$ cat config.mk
export PLATFORM = sky130hd
export DESIGN_NAME = ps2_key_controller_flat
export DESIGN_NICKNAME = d
export VERILOG_FILES = /design/src/rtl/ps2_pkg.sv /design/src/rtl/ps2_key_controller_if.sv /design/src/rtl/ps2_evt_fifo.sv /design/src/rtl/ps2_key_controller.sv /design/src/flat_wrapper.sv
export SDC_FILE = /design/constraint.sdc
export NUM_CORES = 1
export LEC_CHECK = 0
export ABC_CLOCK_PERIOD_IN_PS = 3570
export CAP_MARGIN = 20
export CORE_ASPECT_RATIO = 1.4
export CORE_MARGIN = 2
export CORE_UTILIZATION = 66
export CTS_BUF_LIST = sky130_fd_sc_hd__clkbuf_2
export DETAILED_ROUTE_END_ITERATION = 6
export DONT_BUFFER_PORTS = 1
export PLACE_DENSITY_LB_ADDON = 0.25
export SYNTH_ARGS = -nofsm -noshare
export SYNTH_HDL_FRONTEND = slang
export SYNTH_HIERARCHICAL = 1
export SYNTH_SLANG_ARGS = --single-unit
$ cat constraint.sdc
create_clock -name clk -period 3.57 [get_ports clk]
set_input_delay 0.5355 -clock clk [delete_from_list [all_inputs] [get_ports clk]]
set_output_delay 0.5355 -clock clk [all_outputs]
set_load 0.02 [all_outputs]
$ cat src/rtl/ps2_pkg.sv
// Shared scan-code constants, key bitmap indices and decoder FSM states
// for the PS/2 keyboard controller.
package ps2_pkg;

    localparam logic [7:0] SC_BREAK   = 8'hF0;
    localparam logic [7:0] SC_EXT     = 8'hE0;
    localparam logic [7:0] SC_A       = 8'h1C;
    localparam logic [7:0] SC_D       = 8'h23;
    localparam logic [7:0] SC_SPACE   = 8'h29;
    localparam logic [7:0] SC_W       = 8'h1D;
    localparam logic [7:0] SC_S       = 8'h1B;
    localparam logic [7:0] SC_ESC     = 8'h76;
    localparam logic [7:0] SC_ENTER   = 8'h5A;
    localparam logic [7:0] SC_X_LEFT  = 8'h6B;
    localparam logic [7:0] SC_X_DOWN  = 8'h72;
    localparam logic [7:0] SC_X_RIGHT = 8'h74;
    localparam logic [7:0] SC_X_UP    = 8'h75;

    localparam int KB_LEFT    = 0;
    localparam int KB_RIGHT   = 1;
    localparam int KB_SHOOT   = 2;
    localparam int KB_UP      = 3;
    localparam int KB_DOWN    = 4;
    localparam int KB_ESC     = 5;
    localparam int KB_ENTER   = 6;
    localparam int KB_X_LEFT  = 8;
    localparam int KB_X_DOWN  = 9;
    localparam int KB_X_RIGHT = 10;
    localparam int KB_X_UP    = 11;

    localparam int EVT_MAKE_BIT = 15;
    localparam int EVT_EXT_BIT  = 14;

    typedef enum logic [2:0] {
        ST_IDLE,
        ST_DATA,
        ST_PARITY,
        ST_STOP,
        ST_DECODE
    } ps2_state_e;

    typedef struct packed {
        logic       hit;
        logic [3:0] idx;
    } key_map_t;

    // Scan code (plus E0 prefix flag) to held-key bitmap position.
    function automatic key_map_t key_map(input logic [7:0] code, input logic ext);
        key_map = '{hit: 1'b1, idx: 4'd0};
        if (!ext) begin
            case (code)
                SC_A:     key_map.idx = 4'(KB_LEFT);
                SC_D:     key_map.idx = 4'(KB_RIGHT);
                SC_SPACE: key_map.idx = 4'(KB_SHOOT);
                SC_W:     key_map.idx = 4'(KB_UP);
                SC_S:     key_map.idx = 4'(KB_DOWN);
                SC_ESC:   key_map.idx = 4'(KB_ESC);
                SC_ENTER: key_map.idx = 4'(KB_ENTER);
                default:  key_map.hit = 1'b0;
            endcase
        end else begin
            case (code)
                SC_X_LEFT:  key_map.idx = 4'(KB_X_LEFT);
                SC_X_RIGHT: key_map.idx = 4'(KB_X_RIGHT);
                SC_X_UP:    key_map.idx = 4'(KB_X_UP);
                SC_X_DOWN:  key_map.idx = 4'(KB_X_DOWN);
                default:    key_map.hit = 1'b0;
            endcase
        end
    endfunction

endpackage

$ cat src/rtl/ps2_key_controller_if.sv
// Key event stream handshake between the PS/2 controller and its consumer.
interface ps2_key_controller_if;
    logic        evt_valid;
    logic        evt_ready;
    logic [15:0] evt_data;

    modport master (output evt_valid, output evt_data, input evt_ready);
    modport slave  (input evt_valid, input evt_data, output evt_ready);
endinterface

$ cat src/rtl/ps2_evt_fifo.sv
// Small synchronous FIFO for decoded key events; dout shows the head entry.
module ps2_evt_fifo #(
    parameter int WIDTH = 16,
    parameter int DEPTH = 4
) (
    input  logic             clk,
    input  logic             reset,
    input  logic             push,
    input  logic             pop,
    input  logic [WIDTH-1:0] din,
    output logic [WIDTH-1:0] dout,
    output logic             full,
    output logic             empty
);
    localparam int AW = $clog2(DEPTH);

    logic [WIDTH-1:0] mem [DEPTH];
    logic [AW:0]      wr_ptr, rd_ptr;
    logic             do_push, do_pop;

    // A push into a full FIFO is accepted when the head leaves in the same cycle.
    assign do_pop  = pop && !empty;
    assign do_push = push && (!full || do_pop);

    assign empty = (wr_ptr == rd_ptr);
    assign full  = (wr_ptr[AW] != rd_ptr[AW]) && (wr_ptr[AW-1:0] == rd_ptr[AW-1:0]);
    assign dout  = mem[rd_ptr[AW-1:0]];

    always_ff @(posedge clk or negedge reset) begin
        if (!reset) begin
            wr_ptr <= '0;
            rd_ptr <= '0;
        end else begin
            if (do_push) wr_ptr <= wr_ptr + 1'b1;
            if (do_pop)  rd_ptr <= rd_ptr + 1'b1;
        end
    end

    always_ff @(posedge clk) begin
        if (do_push) mem[wr_ptr[AW-1:0]] <= din;
    end

endmodule

$ cat src/rtl/ps2_key_controller.sv
// PS/2 keyboard receiver, make/break decoder and held-key bitmap in the clk domain.
// Define PS2_EXT_KEYS_EN to decode the E0 prefix and drive key_state bits 8-11.
module ps2_key_controller
    import ps2_pkg::*;
#(
    parameter int CLK_HZ     = 50000000,
    parameter int TIMEOUT_US = 1000,
    parameter int FIFO_DEPTH = 4
) (
    input  logic                   clk,
    input  logic                   reset,
    input  logic                   ps2_clk,
    input  logic                   ps2_data,
    ps2_key_controller_if.master   evt,
    output logic [15:0]            key_state,
    output logic                   frame_err,
    output logic [7:0]             err_count
);
    localparam int TIMEOUT_CYCLES = CLK_HZ / 1000000 * TIMEOUT_US;
    localparam int TO_W           = $clog2(TIMEOUT_CYCLES + 1);

    logic [1:0]      clk_s, dat_s;
    logic            clk_prev;
    logic            fall, sdat;

    ps2_state_e      state;
    logic [2:0]      bit_idx;
    logic [7:0]      shift;
    logic            par_ok;
    logic [TO_W-1:0] tcnt;
    logic            brk_q, ext_q;

    logic            in_frame, timeout, err_now;
    logic            is_prefix, evt_push, evt_pop, drop;
    logic            fifo_full, fifo_empty;
    logic [15:0]     fifo_dout, evt_din;
    key_map_t        km;

    // Idle-high reset values so release never fakes a falling edge.
    always_ff @(posedge clk or negedge reset) begin
        if (!reset) begin
            clk_s    <= 2'b11;
            dat_s    <= 2'b11;
            clk_prev <= 1'b1;
        end else begin
            clk_s    <= {clk_s[0], ps2_clk};
            dat_s    <= {dat_s[0], ps2_data};
            clk_prev <= clk_s[1];
        end
    end

    assign fall = clk_prev && !clk_s[1];
    assign sdat = dat_s[1];

    assign in_frame = (state == ST_DATA) || (state == ST_PARITY) || (state == ST_STOP);
    assign timeout  = in_frame && !fall && (tcnt >= TO_W'(TIMEOUT_CYCLES));

    always_comb begin
        err_now = timeout;
        if (fall && (state == ST_IDLE) && sdat)               err_now = 1'b1;
        if (fall && (state == ST_STOP) && !(sdat && par_ok))  err_now = 1'b1;
    end

`ifdef PS2_EXT_KEYS_EN
    assign is_prefix = (shift == SC_BREAK) || (shift == SC_EXT);
`else
    assign is_prefix = (shift == SC_BREAK);
`endif

    assign km       = key_map(shift, ext_q);
    assign evt_push = (state == ST_DECODE) && !is_prefix;
    assign evt_pop  = evt.evt_valid && evt.evt_ready;
    assign drop     = evt_push && fifo_full && !evt_pop;
    assign evt_din  = {~brk_q, ext_q, 6'b0, shift};

    always_ff @(posedge clk or negedge reset) begin
        if (!reset) begin
            state     <= ST_IDLE;
            bit_idx   <= '0;
            shift     <= '0;
            par_ok    <= 1'b0;
            tcnt      <= '0;
            brk_q     <= 1'b0;
            ext_q     <= 1'b0;
            key_state <= '0;
            frame_err <= 1'b0;
            err_count <= '0;
        end else begin
            frame_err <= err_now;
            if ((err_now || drop) && (err_count != 8'hFF)) err_count <= err_count + 8'd1;

            if (!in_frame || fall) tcnt <= '0;
            else if (!timeout)     tcnt <= tcnt + TO_W'(1);

            case (state)
                ST_IDLE: begin
                    if (fall && !sdat) begin
                        state   <= ST_DATA;
                        bit_idx <= '0;
                    end
                end
                ST_DATA: begin
                    if (fall) begin
                        shift   <= {sdat, shift[7:1]};
                        bit_idx <= bit_idx + 3'd1;
                        if (bit_idx == 3'd7) state <= ST_PARITY;
                    end else if (timeout) begin
                        state <= ST_IDLE;
                    end
                end
                ST_PARITY: begin
                    if (fall) begin
                        par_ok <= ^{shift, sdat};
                        state  <= ST_STOP;
                    end else if (timeout) begin
                        state <= ST_IDLE;
                    end
                end
                ST_STOP: begin
                    if (fall) state <= (sdat && par_ok) ? ST_DECODE : ST_IDLE;
                    else if (timeout) state <= ST_IDLE;
                end
                ST_DECODE: begin
                    state <= ST_IDLE;
                    if (shift == SC_BREAK) begin
                        brk_q <= 1'b1;
`ifdef PS2_EXT_KEYS_EN
                    end else if (shift == SC_EXT) begin
                        ext_q <= 1'b1;
`endif
                    end else begin
                        brk_q <= 1'b0;
                        ext_q <= 1'b0;
                        // A dropped event still updates the bitmap.
                        if (km.hit) key_state[km.idx] <= ~brk_q;
                    end
                end
                default: state <= ST_IDLE;
            endcase
        end
    end

    ps2_evt_fifo #(
        .WIDTH (16),
        .DEPTH (FIFO_DEPTH)
    ) u_fifo (
        .clk   (clk),
        .reset (reset),
        .push  (evt_push),
        .pop   (evt_pop),
        .din   (evt_din),
        .dout  (fifo_dout),
        .full  (fifo_full),
        .empty (fifo_empty)
    );

    assign evt.evt_valid = !fifo_empty;
    assign evt.evt_data  = fifo_empty ? 16'h0000 : fifo_dout;

endmodule

$ cat src/flat_wrapper.sv
// flat-port wrapper written by rule: the top's interface ports become plain ports
module ps2_key_controller_flat import ps2_pkg::*;
#(
    parameter int CLK_HZ     = 50000000,
    parameter int TIMEOUT_US = 1000,
    parameter int FIFO_DEPTH = 4
)
  (clk, reset, ps2_clk, ps2_data, key_state, frame_err, err_count, evt_evt_valid, evt_evt_data, evt_evt_ready);
  ps2_key_controller_if evt_i ();
  input  logic clk;
  input  logic reset;
  input  logic ps2_clk;
  input  logic ps2_data;
  output logic [15:0] key_state;
  output logic frame_err;
  output logic [7:0] err_count;
  output wire logic [$bits(evt_i.evt_valid)-1:0] evt_evt_valid;
  output wire logic [$bits(evt_i.evt_data)-1:0] evt_evt_data;
  input wire logic [$bits(evt_i.evt_ready)-1:0] evt_evt_ready;
  assign evt_evt_valid = evt_i.evt_valid;
  assign evt_evt_data = evt_i.evt_data;
  assign evt_i.evt_ready = evt_evt_ready;
  ps2_key_controller #(.CLK_HZ(CLK_HZ), .TIMEOUT_US(TIMEOUT_US), .FIFO_DEPTH(FIFO_DEPTH)) u_core (.clk(clk), .reset(reset), .ps2_clk(ps2_clk), .ps2_data(ps2_data), .evt(evt_i), .key_state(key_state), .frame_err(frame_err), .err_count(err_count));
endmodule
After elaboration in Yosys (flattened, before gate mapping)
Memories as Yosys holds them, arrays and structs flattened.
Index checks and enable logic that the tools add are counted.
{ "op_classes": {"addsub": 5, "n_lt_le_gt_ge": 3, "n_eq_ne": 21, "n_mux": 24, "bitwise": 2, "n_reduce_logical": 41} }
{ "ops": {"columns": ["cell", "n"], "rows": [
  ["$mux 16", 3],
  ["$mux 3", 9],
  ["$eq 8x5->1 const B", 3],
  ["$logic_and 1x1->1", 18],
  ["$pmux 3 s6", 1],
  ["$add 16x1->16 const B", 1],
  ["$bwmux 16", 1],
  ["$eq 8x6->1 const B", 2],
  ["$eq 8x7->1 const B", 2],
  ["$ge 16x16->1 const B", 1],
  ["$pmux 3 s4", 1],
  ["$add 3x1->3 const B", 3],
  ["$logic_not 1->1", 9],
  ["$reduce_xor 9->1", 1],
  ["$add 8x1->8 const B", 1],
  ["$eq 8x8->1 const B", 1],
  ["$ne 8x8->1 const B", 1],
  ["$mux 1", 7],
  ["$reduce_or 7->1", 1],
  ["$eq 3x2->1 const B", 2],
  ["$eq 3x3->1 const B", 2],
  ["$pmux 3 s2", 1],
  ["$reduce_and 2->1", 3],
  ["$reduce_and 3->1", 2],
  ["other kinds (14)", 20]
]} }
{ "word_totals": {"reg_bits": 68, "mem_bits_rw": 36, "input_bits": 5, "output_inout_bits": 42, "word_cells": 111, "memories": 1} }
{ "memory_table": {"columns": ["name", "depth", "width", "rd", "rd_clocked_by_memory_dff", "wr", "line", "rtl"], "rows": [
  ["u_core.u_fifo.mem", 4, 9, 1, 0, 1, "ps2_evt_fifo.sv:17", "logic [WIDTH-1:0] mem [DEPTH];"]
]} }

Longest topological paths before layout
{ "logic_depth": {"ltp_word": 9, "depth_mapped": 9, "ltp_nobuf": 7} }

Cells and area by module
The synthesis kept the hierarchy.
{ "by_module_without_submodules": {"columns": ["module", "instances", "cells_each", "area_each_um2", "seq_area_each_um2"], "rows": [
  ["ps2_key_controller", 1, 315, 3057.9, 1357.6],
  ["ps2_evt_fifo", 1, 127, 2775.2, 2072.0]
]} }

Worst setup path after synthesis
OpenSTA, ideal clock, no wires.
{ "synth_timing": {"kind": "reg-to-reg", "from": "register u_core.u_fifo.rd_ptr[1]", "to": "memory u_core/u_fifo/mem[0][0] (netlist name) (enable)", "setup_ns": 0.319, "t_arrival_ns": 2.608, "t_required_ns": 3.251, "setup_slack_ns": 0.643, "stages_incl_launch_ff": 9, "path_buffers": 3, "period_less_slack_ns": 2.927, "cell_sequence": "dfrtp_1 buf_2 xor2_1 buf_2 nor3_1 nor2b_1 clkbuf_1 or4_4 and3_1"} }
{ "synth_between": {"elab_chain_cells": 8, "elab_cells_between_ends": 11, "cone_classes": "eq/ne: 2; mux: 2; reduce/logical: 7"} }
{ "synth_rtl": {"columns": ["element", "line", "rtl"], "rows": [
  ["from (decl)", "ps2_evt_fifo.sv:18", "logic [AW:0] wr_ptr, rd_ptr;"],
  ["from (signal assigned)", "ps2_evt_fifo.sv:35", "if (do_pop) rd_ptr <= rd_ptr + 1'b1;"],
  ["$eq 3x3->1", "ps2_evt_fifo.sv:25", "assign empty = (wr_ptr == rd_ptr);"],
  ["net u_core.fifo_empty", "ps2_key_controller.sv:35", "logic fifo_full, fifo_empty;"],
  ["$logic_not 1->1", "ps2_key_controller.sv:157", "assign evt.evt_valid = !fifo_empty;"],
  ["$logic_and 1x1->1", "ps2_key_controller.sv:72", "assign evt_pop = evt.evt_valid && evt.evt_ready;"],
  ["net u_core.evt_pop", "ps2_key_controller.sv:34", "logic is_prefix, evt_push, evt_pop, drop;"],
  ["$logic_and 1x1->1", "ps2_evt_fifo.sv:22", "assign do_pop = pop && !empty;"],
  ["$logic_or 1x1->1", "ps2_evt_fifo.sv:23", "assign do_push = push && (!full || do_pop);"],
  ["$logic_and 1x1->1", "ps2_evt_fifo.sv:23", null],
  ["$mux 1", "ps2_evt_fifo.sv:40", "if (do_push) mem[wr_ptr[AW-1:0]] <= din;"],
  ["$mux 1 (implied by the code)", "ps2_evt_fifo.sv:40", null],
  ["to (decl)", "ps2_evt_fifo.sv:17", null]
]} }
The timed path passes the listed nets, and every way through them passes these cells.

Final worst setup path
{ "layout_timing": {"from": "register u_core.u_fifo.rd_ptr[0]", "to": "output port evt_evt_data[3]"} }
{ "layout_between": {"elab_chain_cells": 2, "elab_cells_between_ends": 3, "cone_classes": "eq/ne: 1; mux: 1; memory: 1"} }
{ "layout_rtl": {"columns": ["element", "line", "rtl"], "rows": [
  ["$mem_v2 4x9", null, null],
  ["net u_core.fifo_dout[3]", "ps2_key_controller.sv:36", "logic [15:0] fifo_dout, evt_din;"],
  ["$mux 16", "ps2_key_controller.sv:158", "assign evt.evt_data = fifo_empty ? 16'h0000 : fifo_dout;"],
  ["to (decl)", "flat_wrapper.sv:18", "output wire logic [$bits(evt_i.evt_data)-1:0] evt_evt_data;"]
]} }
The timed path passes the listed nets, and every way through them passes these cells.

==> out/metrics.yaml <==
crit_arrival_ps: 2300
hold_viol_final: 0
coreArea_um2: 8610
rr_startpoint: "u_core/u_fifo/rd_ptr[2]"
holdCritPathClass: "in -> reg"
holdPathEnd: "u_core/u_fifo/rd_ptr[0]"
syn_inst: 442
cts_tree: "done"
reg2reg_slack_ps: 1020
dr.first_iter.drc_count: 221
antenna_left: 0
drive_gt1_frac: 0.161
grt_use_met2: 0.425
p_leak_nw: 2.41
setup_violations: 0
wl_per_cell_um: 17.5
clk_latency_ps: 660
cts_buffers: 17
busiest_layer: "met2"
power_mw: 3.29
finalWorstSetupSlack_ps: 731
timing.rr.end: "u_core/u_fifo/mem[3][6]"
power_density_nw_per_um2: 520
crit_type: "reg -> out"
n_antenna_cell: 0
max-cap-violations: 0
outcome: "completed"
cts.htree.levels: 4
endpoint_kind: "output pin"
gp_congestion: 0.903
cts_resized: 0
first_pass_iters: 4
area_delta_synth_final_pct: 8.37
synthMostInstantiatedCell: "edfxtp_1"
start_util: 0.678
max_slew_margin: 0.410
yosysSeqAreaShare: 0.588
clockBufferDepth: 2
grt_max_degree: 61
vias: 3545
yosysTopAreaCell: "edfxtp_1"
grt_pass1_wl_um: 16800
cts_setup_buffers: 0
nets: 494
die_w_um: 83.5
row_count: 40
cts.clk_slew.worst_paths_ps: 170
port_buffers: 0
grtUsageTotal: 0.229
synth.area.top_cells: "edfxtp_1, dfrtp_1, mux4_2"
die_h_um: 115
met3_usage: 0.0704
totalWireLength_um: 10400
clock_sinks: 124
grt_setup_unrepaired: "false"
min_path_cells: 3
critPathMaxFanout: 19
synth_area_per_cell_um2: 13.2
reg2reg_depth: 5
start_kind: "flop"
maxSlewViolCount: 0
clock_skew_ps: 22.3
vias_per_cell: 5.95
irDropWorstVdd_v: 0.000390
place_inst: 561
synth_cell_types: 71
dpl_worst_slack_ps: 1050
synth_common_cells: "edfxtp_1, dfrtp_1, nand2_1, nor2b_1, a21oi_1"
synth_edf_count: 64
cts_root_buf: "clkbuf_2"
overflow: 0
dp_hpwl_um: 7110
period_share: 0.795
fmaxAchievable_mhz: 352
tightest_slew_ps: 885
synth_top_area_frac: 0.329
post-route-util: 0.734
async_reset_ff_frac: 0.484
io_pins: 47
layout_min_cycle_time_ps: 2840
grtUsageMet1: 0.252
instances_no_fill: 596
ys_seq_elements: 124
ys_warn_count: 6
setup_tns_ps: 0
netlist_area_um2: 5830
ys.flop_type: "edfxtp_1"
worstPathRequired_ps: 3030
dieArea_um2: 9620
grt_antenna_before_repair: 0
drc: 0
min_from: "evt_evt_ready"
grt_pass1_vias: 3524
==> placed cells by master, fill, tap and decap left out, types with 4 or more instances in the layout <==
| cell type | count |
|---|---|
| mux2_2 | 7 |
| and3_1 | 8 |
| buf_4 | 9 |
| nor2_1 | 13 |
| clkbuf_2 | 17 |
| bufinv_16 | 4 |
| nand2_1 | 27 |
| ha_1 | 10 |
| or4_1 | 9 |
| mux4_2 | 16 |
| edfxtp_1 | 64 |
| nand4_1 | 6 |
| xor2_1 | 5 |
| nand3_1 | 9 |
| xnor2_1 | 11 |
| o21ai_0 | 15 |
| conb_1 | 36 |
| nor2b_1 | 21 |
| dfstp_2 | 5 |
| mux2_1 | 4 |
| o31ai_1 | 13 |
| nand2b_1 | 9 |
| nor3_1 | 5 |
| dfrtp_1 | 55 |
| inv_1 | 14 |
| a21oi_1 | 18 |
==> power by group <==
part | total, mW | switching [mW] | internal [mW]
clock | 0.938 | 0.492 | 0.446
combinational | 0.481 | 0.249 | 0.232
sequential | 1.87 | 0.223 | 1.64
total | 3.29 | 0.965 | 2.32
==> sequential cells by signal, summed over array words and instances, names as in the netlist <==
signal and cells:
u_core/u_fifo/mem 64, u_core/tcnt 16, u_core/err_count 8, u_core/key_state 8
u_core/shift 8, u_core/bit_idx 3, u_core/state 3, u_core/u_fifo/rd_ptr 3
u_core/u_fifo/wr_ptr 3, u_core/clk_s 2, u_core/dat_s 2, u_core/brk_q 1
u_core/clk_prev 1, u_core/frame_err 1, u_core/par_ok 1
==> how the worst max path moves through the flow <==
stage	from	depth (start not counted)	slack (ps)	end
after floorplan	u_core/u_fifo/rd_ptr[1]	8	640	u_core/u_fifo/mem[0][0]
after global placement	u_core/state[0]	6	1170	u_core/u_fifo/mem[3][3]
after detailed placement	u_core/u_fifo/rd_ptr[2]	5	1050	u_core/u_fifo/mem[3][1]
after CTS	u_core/u_fifo/rd_ptr[0]	3	660	evt_evt_data[3]
after global routing	u_core/u_fifo/rd_ptr[0]	3	580	evt_evt_data[3]
final	u_core/u_fifo/rd_ptr[0]	3	730	evt_evt_data[3]
==> layer usage <==
metal | vias up | wire length, um
li1 | 1694 | -
met1 | 1780 | 4130
met2 | 61 | 5830
met3 | 10 | 343
met4 | 0 | 132
met5 | - | 0
==> area by class of cell <==
class,instances,area (um2)
clock buffer,17,85.1
clock inverter,14,178
fill,583,2290
inverter,14,52.6
multi-input combinational,309,2320
sequential,124,3430
tap,105,131
timing repair buffer,13,125
==> critical path: stages, from the launching register on <==
cell	delay [ps]
dfrtp_1	480
buf_4	370
mux4_2	570
nor2b_1	220
==> stage by stage <==
| step | hold WS, ps | cell area [um2] |
|---|---|---|
| after detailed placement | 242 | 6000 |
| after global routing | 299 | 6320 |
| final | 341 | 6320 |
| after floorplan | 240 | 5960 |
| after CTS | 285 | 6320 |
| after global placement | 241 | 6000 |
==> logic make-up (layout without fill, tap and decap cells) <==
group / after synthesis / after routing / synth area share
buffers and inverters: 44 / 58 / 0.0378
muxes: 29 / 29 / 0.0873
other: 1 / 36 / 0.000643
AOI/OAI and AO/OA: 84 / 84 / 0.101
adders and majority gates: 10 / 10 / 0.0215
DFF: 124 / 124 / 0.588
and+or+nand+nor: 133 / 133 / 0.136
xor gates and xnor gates: 17 / 17 / 0.0287
==> what timing repair did <==
| action | CTS | global route |
|---|---|---|
| endpoints found under the setup margin | 0 | 0 |
| endpoints found under the hold margin | 62 | 0 |
| hold buffers | 4 | 0 |
Note: power is estimated with default switching activity, not from simulation.
